## src/rtl/bus_arbiter.sv

```systemverilog
// -----------------------------------------------------------------------------
// bus_arbiter
//
// Sequencer and two-way arbiter for the Altair synchronous memory bus. It
// generates the i8080 clock enable (cpu_ce) itself and, between CPU bus slots,
// lends the memory bus to a DMA-style loader/debug port. The CPU sees every
// DMA transfer as a stretched clock: cpu_ce stays low, so its bus cycle is
// simply re-presented afterwards.
//
// Slot structure:
//   CPU slot : CPU_A (write strobe live) -> CPU_B (cpu_ce=1, arbitration)
//   DMA slot : DMA_ACC (strobe) -> DMA_DONE (ack, read capture) -> DMA_WAIT
//              (arbitration)
// After DMA_BURST back-to-back DMA transfers one CPU slot is forced.
//
// Parameters
//   DMA_BURST  maximum consecutive DMA transfers before a CPU slot (>= 1)
//
// Ports
//   clk        system clock
//   reset      asynchronous reset, active low (0 = reset)
//   cpu_addr   CPU address                  cpu_odata  CPU write data
//   cpu_rd     CPU read strobe              cpu_wr_n   CPU write strobe (low)
//   cpu_ce     CPU clock enable
//   dma_req    DMA request level            dma_we     1 = write, 0 = read
//   dma_addr   DMA address                  dma_wdata  DMA write data
//   dma_ack    one-cycle transfer-complete pulse
//   dma_rdata  read data, valid from the dma_ack cycle, held until next read
//   dma_grant  DMA owns the bus (top level forces memory decode)
//   mem_addr   bus address                  mem_wdata  bus write data
//   mem_rd     bus read strobe              mem_we     bus write strobe
//   mem_rdata  decoded read data, valid one cycle after mem_rd
// -----------------------------------------------------------------------------
module bus_arbiter #(
  parameter int DMA_BURST = 4
) (
  input  logic        clk,
  input  logic        reset,

  input  logic [15:0] cpu_addr,
  input  logic [7:0]  cpu_odata,
  input  logic        cpu_rd,
  input  logic        cpu_wr_n,
  output logic        cpu_ce,

  input  logic        dma_req,
  input  logic        dma_we,
  input  logic [15:0] dma_addr,
  input  logic [7:0]  dma_wdata,
  output logic        dma_ack,
  output logic [7:0]  dma_rdata,
  output logic        dma_grant,

  output logic [15:0] mem_addr,
  output logic [7:0]  mem_wdata,
  output logic        mem_rd,
  output logic        mem_we,
  input  logic [7:0]  mem_rdata
);

  // Burst counter must be able to hold the value DMA_BURST itself.
  localparam int            BCNT_W    = $clog2(DMA_BURST + 1);
  localparam logic [BCNT_W-1:0] BURST_MAX = BCNT_W'(DMA_BURST);

  typedef enum logic [2:0] {
    CPU_A,
    CPU_B,
    DMA_ACC,
    DMA_DONE,
    DMA_WAIT
  } state_t;

  state_t              state_q, state_d;
  logic [BCNT_W-1:0]   bcnt_q,  bcnt_d;
  logic [7:0]          rdata_q, rdata_d;

  // Raw bus strobes before reset qualification.
  logic                bus_rd;
  logic                bus_we;

  // ---------------------------------------------------------------------------
  // State, burst counter and read-data holding register.
  // ---------------------------------------------------------------------------
  // NOTE: sequential state uses non-blocking assignments so every flop samples
  // the pre-edge value of every other flop, independent of statement order.
  always_ff @(posedge clk or negedge reset) begin
    if (!reset) begin
      state_q <= CPU_A;
      bcnt_q  <= '0;
      rdata_q <= '0;
    end else begin
      state_q <= state_d;
      bcnt_q  <= bcnt_d;
      rdata_q <= rdata_d;
    end
  end

  // ---------------------------------------------------------------------------
  // Next state and bus steering.
  // cpu_ce, dma_grant and dma_ack depend on state_q only, so they cannot
  // glitch with the asynchronous CPU/DMA inputs.
  // ---------------------------------------------------------------------------
  // NOTE: every output of this block gets a default first; a path that leaves
  // one unassigned would otherwise infer a latch.
  always_comb begin
    state_d   = state_q;
    bcnt_d    = bcnt_q;
    rdata_d   = rdata_q;

    cpu_ce    = 1'b0;
    dma_grant = 1'b0;
    dma_ack   = 1'b0;
    dma_rdata = rdata_q;

    mem_addr  = cpu_addr;
    mem_wdata = cpu_odata;
    bus_rd    = 1'b0;
    bus_we    = 1'b0;

    unique case (state_q)
      CPU_A: begin
        bus_rd  = cpu_rd;
        bus_we  = ~cpu_wr_n;
        state_d = CPU_B;
      end

      CPU_B: begin
        // Write strobe suppressed here so a CPU write lands exactly once
        // per slot even though the CPU holds wr_n low across both cycles.
        bus_rd  = cpu_rd;
        cpu_ce  = 1'b1;
        bcnt_d  = '0;
        state_d = dma_req ? DMA_ACC : CPU_A;
      end

      DMA_ACC: begin
        mem_addr  = dma_addr;
        mem_wdata = dma_wdata;
        bus_we    = dma_we;
        bus_rd    = ~dma_we;
        dma_grant = 1'b1;
        state_d   = DMA_DONE;
      end

      DMA_DONE: begin
        // Memory returns read data this cycle; forward it combinationally
        // so dma_rdata is valid alongside dma_ack, and latch it for later.
        mem_addr  = dma_addr;
        mem_wdata = dma_wdata;
        dma_grant = 1'b1;
        dma_ack   = 1'b1;
        bcnt_d    = bcnt_q + 1'b1;
        if (!dma_we) begin
          rdata_d   = mem_rdata;
          dma_rdata = mem_rdata;
        end
        state_d   = DMA_WAIT;
      end

      DMA_WAIT: begin
        // Bus returns to the CPU address with no strobes; the CPU is still
        // frozen, so CPU_A re-presents its pending cycle.
        state_d = (dma_req && (bcnt_q < BURST_MAX)) ? DMA_ACC : CPU_A;
      end

      default: begin
        state_d = CPU_A;
      end
    endcase
  end

  // NOTE: strobes are qualified with reset combinationally so they drop the
  // instant reset asserts, not at the next clock edge.
  assign mem_rd = bus_rd & reset;
  assign mem_we = bus_we & reset;

  // ---------------------------------------------------------------------------
  // Sanity properties.
  // ---------------------------------------------------------------------------
  a_ce_grant_excl : assert property (@(posedge clk) disable iff (!reset)
                                     !(cpu_ce && dma_grant));
  a_ack_in_grant  : assert property (@(posedge clk) disable iff (!reset)
                                     dma_ack |-> dma_grant);

endmodule

```

## config.mk

```make
export PLATFORM = sky130hd
export DESIGN_NAME = bus_arbiter
export DESIGN_NICKNAME = d
export VERILOG_FILES = /design/src/rtl/bus_arbiter.sv
export SDC_FILE = /design/constraint.sdc
export NUM_CORES = 1
export LEC_CHECK = 0
export BUFFER_PORTS_ARGS = -buffer_cell sky130_fd_sc_hd__buf_2
export CORE_AREA = 5 5 58 60
export DETAILED_ROUTE_END_ITERATION = 7
export DIE_AREA = 0 0 63 65
export GPL_ROUTABILITY_DRIVEN = 0
export PLACE_DENSITY = 0.78
export SYNTH_ARGS = -nofsm -noshare
export SYNTH_HDL_FRONTEND = slang
export SYNTH_SLANG_ARGS = --single-unit
```

## constraint.sdc

```tcl
create_clock -name clk -period 2.14 [get_ports clk]
set_input_delay 0.642 -clock clk [delete_from_list [all_inputs] [get_ports clk]]
set_output_delay 0.642 -clock clk [all_outputs]
set_load 0.01 [all_outputs]
```

==> impl_metrics.toml, run 1 <==
[critical_path]
r2r_slack_ps = 730
path_class = "reg2out"
r2r_cells = 5
worstPathRequired_ps = 1500
cp-start-kind = "flop"
critPathLaunch = "state_q[2]$_DFF_PN0_"
worstPathMaxFanout = 8
r2r-start = "state_q[2]$_DFF_PN0_"
rr_endpoint = "rdata_q[5]$_DFF_PN0_"
cp.arrival_ps = 1570
end_kind = "primary output"

[clocking]
clock_sinks = 14
htreeDepth = 1
cts_tree = "built"
cts_hold_repair.buffers = 0
cts_root_buf = "clkbuf_4"
path_clk_slew_ps = 80
cts_buffer_depth = 2
cts_buffers = 3
clock_latency_ps = 270

[job]
maxCapViolations = 0

[placement]
placed_cell_area_um2 = 1490
io_buffers = 98
dp_slack_ps = -101
hpwl_um = 2490

[grt]
grt_overflow_total = 0
grt_first_pass_wirelength_um = 5390
antenna_found_initial = 0
grt_usage = 0.158
grt_pass1_vias = 1285
grt_max_degree = 29

[logic_synthesis]
synth-seq-area-share = 0.382
syn_nets = 195
synth_cells = 132
synth_warnings = 0
synth-async-reset-ratio = 1.00
ys_seq_elements = 14
netlist_area_um2 = 917
ys.flop_type = "dfrtp_1"
postSynthAreaPerCell_um2 = 6.95
synth_cell_type_count = 20
synth_edf_count = 0

[sta]
hold_violations = 0
whs_ps = 304
finalCriticalPeriod_ps = 2210
worst_slew_pin_slew_ps = 222
setup_viol = 8
skew_ps = 0.477
layout_setup_ws_ps = -73.9
relSlewSlack = 0.852
slew_violations = 0
fmax_mhz = 452
setup_tns_ps = -516
rsz0062_at_grt = "yes"
min_period_over_period = 1.03

[floorplanning]
design.core.area_um2 = 2880
io_pins = 99
start_util = 0.319
rows = 20
dieArea_um2 = 4100
die_h_um = 65
die_w_um = 63

[route]
dr.pass1.iters = 4
vias = 1195
wl_per_cell_um = 11.8
via_per_inst = 4.43
drt-initial-drc-count = 39
drc = 0
postRouteWirelength_um = 3200
ant_nets = 0

[run_status]
status = "complete, but fails checks"
violations = "setup timing"

[cells_and_area]
fin_util = 0.572
drive_gt1_frac = 0.532
area_delta_synth_final_pct = 79.4
layout.nets = 301
diodes = 0
fin_area_um2 = 1650

[pwr]
p_leak_uw = 0.000997
p_sw_uw = 872
p_per_area_nw_per_um2 = 1250
max-vdd-ir-drop_mv = 0.915
switching_share = 0.423
power.share.clock = 0.089
internal-power_uw = 1190
pwr-share-comb = 0.699
pwr-share-seq = 0.212

[hold_path]
hp-class = "in2async"
## kinds of logic (layout without fill, tap and decap cells)
kind of cell    after synthesis  in the layout  share of synthesized area
fa+ha+maj                     1              1                     0.0136
compound gates                6              6                     0.0382
simple gates                 94             94                      0.417
flops                        14             14                      0.382
mux                           9              9                      0.109
buf+inv                       8            113                     0.0396
## what timing repair did
item,in CTS,in global routing
gates resized for setup,18,6
pin swaps,1,1
endpoints found under the setup margin,33,35
setup buffers,2,0
gates cloned,0,0
## cells in the final DEF, fill, tap and decap left out, types with 2 or more instances in the layout
cell type  synthesis  routed
clkbuf_4           0       3
dfrtp_1           14      14
o21ai_0            3       3
nand2b_1           4       2
nand2_1           76      76
buf_2              5      90
mux2_4             0       8
nor2_1             9       8
buf_6              0       9
buf_4              0       7
## worst max-delay path by stage
stage	endpoint	cells after the start
final	dma_rdata[5]	5
after global routing	dma_rdata[5]	5
after CTS	dma_rdata[4]	5
after detailed placement	dma_rdata[5]	5
after global placement	dma_rdata[0]	5
after floorplan	dma_rdata[0]	2
## synth_stat cells, types with 2 or more instances
cell / number / area (um2)
nand2_1: 76 / 285
buf_2: 5 / 25.0
nor2_1: 9 / 33.8
dfrtp_1: 14 / 350
mux2_2: 5 / 56.3
inv_2: 2 / 7.51
o21ai_0: 3 / 15.0
mux2_1: 3 / 33.8
nand2b_1: 4 / 25.0
## per-layer routing
| metal | GRT usage | part of all wire | wire (um) |
|---|---|---|---|
| met1 | 0.159 | 0.33 | 1060 |
| met4 | 0.0610 | 0.020 | 63 |
| met2 | 0.295 | 0.54 | 1710 |
| met3 | 0.0537 | 0.11 | 363 |
| met5 | 0 | 0 | 0 |
## power groups by stage
stage	clock [uW]	sequential [uW]	combinational, uW
6_report	183	437	1440
5_1_grt	202	451	1610
4_1_cts	191	439	1430
3_5_place_dp	0	435	1200
3_3_place_gp	0	424	1170
2_1_floorplan	0	428	716
## metrics by stage
step | std cells | power, uW
after floorplan | 132 | 1140
after global placement | 264 | 1600
after detailed placement | 264 | 1630
after CTS | 270 | 2060
after global routing | 270 | 2260
final | 270 | 2060
## layout make-up
class,count,area [um2]
clock buffer,4,36.3
fill,259,1230
inverter,2,15.0
multi-input combinational,110,578
sequential,14,350
tap,33,41.3
timing repair buffer,107,624
## sequential cells by signal (all words and copies together), names as in the netlist
signal / flops
state_q: 3
bcnt_q: 3
rdata_q: 8
## critical path, stage by stage, from the launching register on
cell and delay [ps]:
dfrtp_1 390, nand2b_4 160, nor3_4 150, buf_12 160, mux2_4 320, buf_6 120
No activity file was read; power rests on OpenSTA's default activity.
==> inputs of run 2 (changes only) <==
--- a/config.mk
+++ b/config.mk
@@ -10,7 +10,7 @@
 export DETAILED_ROUTE_END_ITERATION = 7
 export DIE_AREA = 0 0 63 65
 export GPL_ROUTABILITY_DRIVEN = 0
-export PLACE_DENSITY = 0.78
+export PLACE_DENSITY_LB_ADDON = 0.25
 export SYNTH_ARGS = -nofsm -noshare
 export SYNTH_HDL_FRONTEND = slang
 export SYNTH_SLANG_ARGS = --single-unit
==> impl_metrics.toml, run 2 (synthesis results as in run 1) <==
[grt]
met1_usage = 0.160
antenna_found_initial = 0
grt_first_pass_wirelength_um = 4750
grt.busiest_layer = "met2"
grt_overflow_total = 0
met3_usage = 0.0468
grt_usage = 0.137
grt_max_degree = 29
grt_pass1_vias = 1100
use_met2 = 0.226

[sta]
setup_tns_ps = -471
hold_violations = 0
setup_viol = 8
layout_setup_ws_ps = -65.3
rsz0062_at_grt = "yes"
slew_violations = 0
finalCriticalPeriod_ps = 2210
min_period_over_period = 1.03
fmax_mhz = 453
worst_slew_pin_slew_ps = 314
skew_ps = 3.70
relSlewSlack = 0.791

[floorplanning]
start_util = 0.319
die_w_um = 63
die_h_um = 65
design.core.area_um2 = 2880
dieArea_um2 = 4100
io_pins = 99
rows = 20

[cells_and_area]
diodes = 0
area_delta_synth_final_pct = 74.8
fin_util = 0.557
fin_area_um2 = 1600
fill_cells = 282
multiInputGateArea_um2 = 568
top_regs = "rdata_q: 8 flops, bcnt_q: 3 flops, state_q: 3 flops"
seqCellArea_um2 = 350
layout.nets = 299
layout_common_cells = "buf_2 (90), nand2_1 (76), dfrtp_1 (14)"
largest_register_ffs = 8
drive_gt1_frac = 0.513
regMostFlops = "rdata_q"
final_common_cell = "buf_2"

[clocking]
cts_buffer_depth = 2
cts_tree = "built"
cts_buffers = 3
cts_hold_repair.buffers = 0
cts_root_buf = "clkbuf_4"
htreeDepth = 1
clock_latency_ps = 270
clock_sinks = 14
path_clk_slew_ps = 80

[critical_path]
worstPathRequired_ps = 1500
r2r-start = "state_q[2]$_DFF_PN0_"
critPathLaunch = "dma_we"
crit_chain = "buf_2 -> nor3_4 -> buf_12 -> mux2_4 -> buf_6"
slowest_delay_ps = 320
worstPathMaxFanout = 8
cp_top_family = "buffers and inverters"
end_kind = "primary output"
cp.arrival_ps = 1560
cp-start-kind = "input pin"
cp.buffers_inverters = 3
cp_slowest_cell = "mux2_4"
path_class = "in2out"

[placement]
io_buffers = 98
hpwl_um = 2430
placed_cell_area_um2 = 1480

[route]
drt-initial-drc-count = 29
ant_nets = 0
vias = 1150
via_per_inst = 4.31
dr.pass1.iters = 4
postRouteWirelength_um = 3040
drc = 0
wl_per_cell_um = 11.4

[pwr]
p_per_area_nw_per_um2 = 1240
p_leak_uw = 0.000977
max-vdd-ir-drop_mv = 0.914

[run_status]
status = "complete, but fails checks"
violations = "setup timing"

[hold_path]
hp-class = "in2async"

[job]
maxCapViolations = 0
==> run 2: cell count changes in the layout (fill, tap and decap cells not counted), sizes merged <==
| cell | previous run | this run |
|---|---|---|
| buf | 107 | 105 |
| clkbuf | 4 | 3 |
==> run 2: power by group <==
| group | internal, uW | leakage [uW] | switching (uW) | total, uW |
|---|---|---|---|---|
| Sequential | 382 | 0.000174 | 50.3 | 432 |
| Combinational | 683 | 0.000790 | 723 | 1410 |
| Clock | 65.1 | 0.0000138 | 76.2 | 141 |
==> run 2: worst reg2reg max path, stage by stage, from the launching register on <==
cell,delay (ps)
dfrtp_1,380
nand2b_4,150
nor3_4,140
buf_12,160
mux2_4,320
buf_4,130
==> run 2: layout make-up <==
| type | count | area share |
|---|---|---|
| Sequential cell | 14 | 0.219 |
| Tap cell | 33 | 0.0258 |
| Timing Repair Buffer | 105 | 0.378 |
| Inverter | 2 | 0.00937 |
| Clock buffer | 3 | 0.0141 |
| Multi-Input combinational cell | 110 | 0.354 |
==> run 2: stage by stage <==
stage | hold WS (ps) | instances | power (uW) | setup WS (ps)
after floorplan | 346 | 132 | 1140 | 143
after global placement | 463 | 263 | 1610 | -87.7
after detailed placement | 469 | 263 | 1630 | -118
after CTS | 319 | 267 | 2000 | -116
after global routing | 337 | 267 | 2170 | -115
final | 321 | 267 | 1980 | -65.3
==> run 2: routing by layer <==
metal  vias up  share of wire
met2        54           0.47
met4         0         0.0066
met3         4           0.11
met1       474           0.41
met5         -              0
li1        618              -
==> run 2: timing repair <==
action	CTS	global route
cloned	0	0
buffers inserted	1	0
endpoints found under the setup margin	33	32
pin swaps	1	1
resized for setup	19	1
==> run 2: path summary, 6_finish.rpt <==
check | endpoint | slack [ps] | depth (start not counted)
min | rdata_q[1]$_DFF_PN0_ | 320 | 2
min in group clk | bcnt_q[1]$_DFFE_PN0P_ | 500 | 2
max | dma_rdata[7] | -70 | 5
max reg2reg | rdata_q[7]$_DFF_PN0_ | 750 | 5
max in group asynchronous | rdata_q[3]$_DFF_PN0_ | 1650 | 2
min reg2reg | bcnt_q[1]$_DFFE_PN0P_ | 500 | 2
